[src/rtl/vending_machine_change.sv]
// Newspaper vending controller: collects nickel/dime/quarter credit against PRICE,
// dispenses one item per sale, refunds change as one-cycle nickel pulses, tracks stock.
module vending_machine_change #(
    parameter int PRICE    = 3,
    parameter int STOCK    = 8,
    parameter int STOCK_W  = 4,
    parameter int CREDIT_W = 6
) (
    input  logic                clock,
    input  logic                reset,
    input  logic [1:0]          coin,
    input  logic                cancel,
    input  logic                restock,
    output logic                newspaper,
    output logic                change_nickel,
    output logic                coin_reject,
    output logic                busy,
    output logic                sold_out,
    output logic [CREDIT_W-1:0] credit,
    output logic [STOCK_W-1:0]  stock_count
);

    typedef enum logic [1:0] {
        COLLECT = 2'd0,
        VEND    = 2'd1,
        CHANGE  = 2'd2
    } state_t;

    localparam logic [CREDIT_W:0]   PRICE_X   = (CREDIT_W+1)'(PRICE);
    localparam logic [CREDIT_W:0]   CREDIT_MX = (CREDIT_W+1)'((2**CREDIT_W) - 1);
    localparam logic [STOCK_W-1:0]  STOCK_L   = STOCK_W'(STOCK);

    state_t                state;
    logic                  coin_ok;
    logic [CREDIT_W:0]     coin_units;
    logic [CREDIT_W:0]     sum;
    logic [CREDIT_W:0]     after_sale;

    function automatic logic [CREDIT_W:0] coin_value(input logic [1:0] c);
        logic [CREDIT_W:0] v;
        case (c)
            2'd1:    v = (CREDIT_W+1)'(1);
            2'd2:    v = (CREDIT_W+1)'(2);
            2'd3:    v = (CREDIT_W+1)'(5);
            default: v = '0;
        endcase
        return v;
    endfunction

    // Narrow the extended-width credit arithmetic back to the register width.
    function automatic logic [CREDIT_W-1:0] sat_credit(input logic [CREDIT_W:0] v);
        logic [CREDIT_W-1:0] r;
        if (v > CREDIT_MX)
            r = CREDIT_W'(CREDIT_MX);
        else
            r = CREDIT_W'(v);
        return r;
    endfunction

    always_comb begin
        coin_ok    = (coin != 2'd0) && (state == COLLECT) && !sold_out;
        coin_units = coin_ok ? coin_value(coin) : '0;
        sum        = {1'b0, credit} + coin_units;
        after_sale = (sum >= PRICE_X) ? (sum - PRICE_X) : '0;
    end

    assign newspaper     = (state == VEND);
    assign change_nickel = (state == CHANGE);
    assign busy          = (state != COLLECT);
    assign sold_out      = (stock_count == '0);

    always_ff @(posedge clock) begin
        if (!reset) begin
            state       <= COLLECT;
            credit      <= '0;
            stock_count <= STOCK_L;
            coin_reject <= 1'b0;
        end else begin
            // Any coin that is not credited is bounced back by the acceptor.
            coin_reject <= (coin != 2'd0) && !coin_ok;

            case (state)
                COLLECT: begin
                    if (cancel) begin
                        credit <= sat_credit(sum);
                        if (sum != '0)
                            state <= CHANGE;
                    end else if (coin_ok) begin
                        if (sum >= PRICE_X) begin
                            credit <= sat_credit(after_sale);
                            state  <= VEND;
                        end else begin
                            credit <= sat_credit(sum);
                        end
                    end
                    if (restock)
                        stock_count <= STOCK_L;
                end

                VEND: begin
                    if (stock_count != '0)
                        stock_count <= stock_count - STOCK_W'(1);
                    state <= (credit != '0) ? CHANGE : COLLECT;
                end

                CHANGE: begin
                    if (credit != '0)
                        credit <= credit - CREDIT_W'(1);
                    if (credit <= CREDIT_W'(1))
                        state <= COLLECT;
                end

                default: state <= COLLECT;
            endcase
        end
    end

endmodule

[config.mk]
export PLATFORM = sky130hd
export DESIGN_NAME = vending_machine_change
export DESIGN_NICKNAME = d
export VERILOG_FILES = /design/src/rtl/vending_machine_change.sv
export SDC_FILE = /design/constraint.sdc
export NUM_CORES = 1
export LEC_CHECK = 0
export BUFFER_PORTS_ARGS = -buffer_cell sky130_fd_sc_hd__clkbuf_2
export CAP_MARGIN = 20
export CORE_ASPECT_RATIO = 0.6
export CORE_MARGIN = 2
export CORE_UTILIZATION = 45
export DETAILED_ROUTE_END_ITERATION = 12
export PLACE_DENSITY_LB_ADDON = 0.05
export REMOVE_ABC_BUFFERS = 1
export SLEW_MARGIN = 20
export SYNTH_ARGS = -nofsm -noshare
export SYNTH_HDL_FRONTEND = slang
export SYNTH_SLANG_ARGS = --single-unit
[constraint.sdc]
create_clock -name clock -period 3.65 [get_ports clock]
set_input_delay 0.1825 -clock clock [delete_from_list [all_inputs] [get_ports clock]]
set_output_delay 0.1825 -clock clock [all_outputs]
set_load 0.005 [all_outputs]
==> out/qor.csv <==
metric,value,unit
fin_crit_sh,0.9707,
final_cells,248,
cts_sinks,13,
post-route-min-period,3543,ps
die-area,3564,um^2
p_clk_frac,0.085,
grt.total_usage,0.2581,
core.rowCount,15,
grt_pass1_wl,6699,um
dpl.hpwl,3322,um
cp-start-kind,register,
setup_violations,0,
ir_drop,0.3478,mV
crit_slowest_cell,fa_2,
holdBufCountCts,0,
finalHoldViolations,0,
synth_edf_count,0,
synth.avg_cell_area,7.555,um^2
fmax,282.2,MHz
antenna_found_initial,0,
outcome,"finished, final reports clean",
vias_per_cell,6.000,
drt_drc_violations_left,0,
hp-class,primary input to register,
vias,1488,
pin_count,21,
cts_buffers,3,
synth_area,1390,um^2
async_reset_ff_frac,0,
final_area,1594,um^2
seq_area_frac_synth,0.1872,
cts_max_level,1,
finClkSkew,4.248,ps
drtIter0Drc,170,
nNetsFinal,224,
required,3820,ps
p_int,0.7771,mW
final_core_util,0.5480,
io_buffers,20,
syn2layout_area_growth,14.67,%
layout_setup_ws,106.9,ps
worst_path_largest_cell_delay,560,ps
layout_commonest_cell,clkbuf_2,
mostFrequentLayoutCells,"20 x clkbuf_2, 19 x nor2_1, 14 x inv_1, 13 x a21oi_1, 13 x dfxtp_1",
endpoint_kind,register,
cp_max_fo,5,
setup_tns,0,ps
ys.flop_type,dfxtp_1,
design.core.area,2909,um^2
switchingPower,0.7813,mW
synth-seq-cells,13,
grt_start_max_net_pins,17,
die_x,75.75,um
placed_cells,243,
power_frac_comb,0.736,
grt_pass1_vias,1299,
clockBufferDepth,2,
antenna_cells,0,
clk_latency,250,ps
grt_overflow,0,
p_seq_frac,0.179,
wire_per_inst,17.15,um
leakage,0.6794,nW
cts_tree,yes,
gp_congestion,0.9135,
yosys_warnings,0,
relSlewSlack,0.6194,
initial_utilization,0.4778,
cap_violations,0,
postSynthCellCount,184,
arrival,3720,ps
tightest_slew,567.5,ps
dp_slack,99.10,ps
drv_slew,0,
drive_above_1_share,0.2039,
cts_root_buffer,clkbuf_8,
clkTransAtPathRegs,60,ps
worstSetupPathType,register to register,
path_cells,inv_1 -> ha_1 -> nor3b_2 -> nor2_2 -> and2_1 -> ha_1 -> inv_1 -> fa_2 -> inv_1 -> ha_1 -> or4_4 -> a22oi_4 -> nor2_2 -> a221o_1 -> a21oi_1,
fillers,298,
switching_share,0.5013,
die_y,47.05,um
drt_first_pass_iters,4,
synth_cell_types,54,
wirelength,4254,um
power,1.558,mW
detail-route-antenna-nets,0,
place_area,1521,um^2
powerDensity,977.7,nW/um^2
hold-worst-slack,201.3,ps
-- path summary, 6_finish.rpt --
path | start | endpoint | slack [ps] | cells past startpoint
max | stock_count[0]$_SDFFE_PN0P_ | credit[3]$_SDFFE_PN0P_ | 110 | 15
max reg2reg | stock_count[0]$_SDFFE_PN0P_ | credit[3]$_SDFFE_PN0P_ | 110 | 15
min | restock | stock_count[3]$_SDFFE_PN1P_ | 200 | 3
min reg2reg | stock_count[1]$_SDFFE_PN0P_ | stock_count[1]$_SDFFE_PN0P_ | 540 | 2
-- worst max-delay path, delay by kind of cell (launching register included) --
kind / cells / cell delay [ps]
AO/OA/AOI/OAI: 3 / 620
adder cells (fa/ha/maj): 4 / 1210
buffers and inverters: 3 / 220
flip-flops: 1 / 360
AND/OR/NAND/NOR: 5 / 1050
-- synth_stat cells, drive strengths merged, types with 2 or more instances --
| cell type | number | area [um^2] |
|---|---|---|
| a41oi | 2 | 17.52 |
| o2bb2ai | 4 | 35.03 |
| a22oi | 2 | 28.78 |
| a21oi | 14 | 70.07 |
| a31oi | 2 | 12.51 |
| xnor2 | 6 | 60.06 |
| and3 | 2 | 12.51 |
| nor4 | 3 | 18.77 |
| inv | 14 | 52.55 |
| ha | 10 | 125.1 |
| nand3 | 7 | 35.03 |
| a211oi | 4 | 30.03 |
| o21a | 2 | 15.01 |
| o2111ai | 3 | 26.28 |
| nor4b | 2 | 17.52 |
| dfxtp | 13 | 260.3 |
| clkbuf | 2 | 7.510 |
| nand2 | 11 | 41.29 |
| buf | 6 | 51.30 |
| o21ai | 7 | 35.03 |
| and2 | 2 | 12.52 |
| nor2b | 7 | 43.79 |
| nor3 | 8 | 40.04 |
| or2 | 3 | 18.77 |
| nor3b | 2 | 20.02 |
| nand2b | 4 | 25.02 |
| nor2 | 21 | 81.33 |
| o211ai | 3 | 22.52 |
-- state kept, by name, indices dropped and copies added, names as in the netlist --
register / cells
credit: 6
stock_count: 4
coin_reject: 1
state: 2
-- logic make-up (layout without fill, tap and decap cells) --
kind of cell / after synthesis / after routing / share of synthesized area
simple gates: 78 / 78 / 0.3015
fa+ha+maj: 11 / 11 / 0.1044
xor+xnor: 7 / 7 / 0.04951
compound gates: 53 / 53 / 0.2772
buf+inv: 22 / 44 / 0.08011
flops: 13 / 13 / 0.1872
-- area by class of cell --
cell class,count,area (um^2),share of cell area
repair buffers,26,145.1,0.09105
clock buffers,4,45.04,0.02826
inverters,14,52.55,0.03297
well taps,42,52.55,0.03297
flip-flops and latches,13,260.3,0.1633
multi-input cells,149,1039,0.6515
-- power groups by stage --
stage	Sequential, mW	Combinational [mW]	Clock (mW)
floorplan	0.265	0.762	0
global placement	0.274	1.07	0
detailed placement	0.279	1.07	0
CTS	0.277	1.09	0.134
global route	0.289	1.26	0.140
finish	0.280	1.15	0.132
-- metal layers --
metal  wire length, um  vias to the layer above  part of all wire  global-route usage
li1                  -                      722                 -                   -
met5                 0                        -                 0                   0
met1              2278                      714              0.54              0.4054
met4                10                        0            0.0024             0.03509
met3               297                        4             0.070             0.06438
met2              1668                       48              0.39              0.3569
-- timing repair --
action | 4_1_cts | 5_1_grt
resized for setup | 0 | 4
setup buffers | 0 | 1
endpoints found under the setup margin | 0 | 4
No activity file was read; power rests on OpenSTA's default activity.
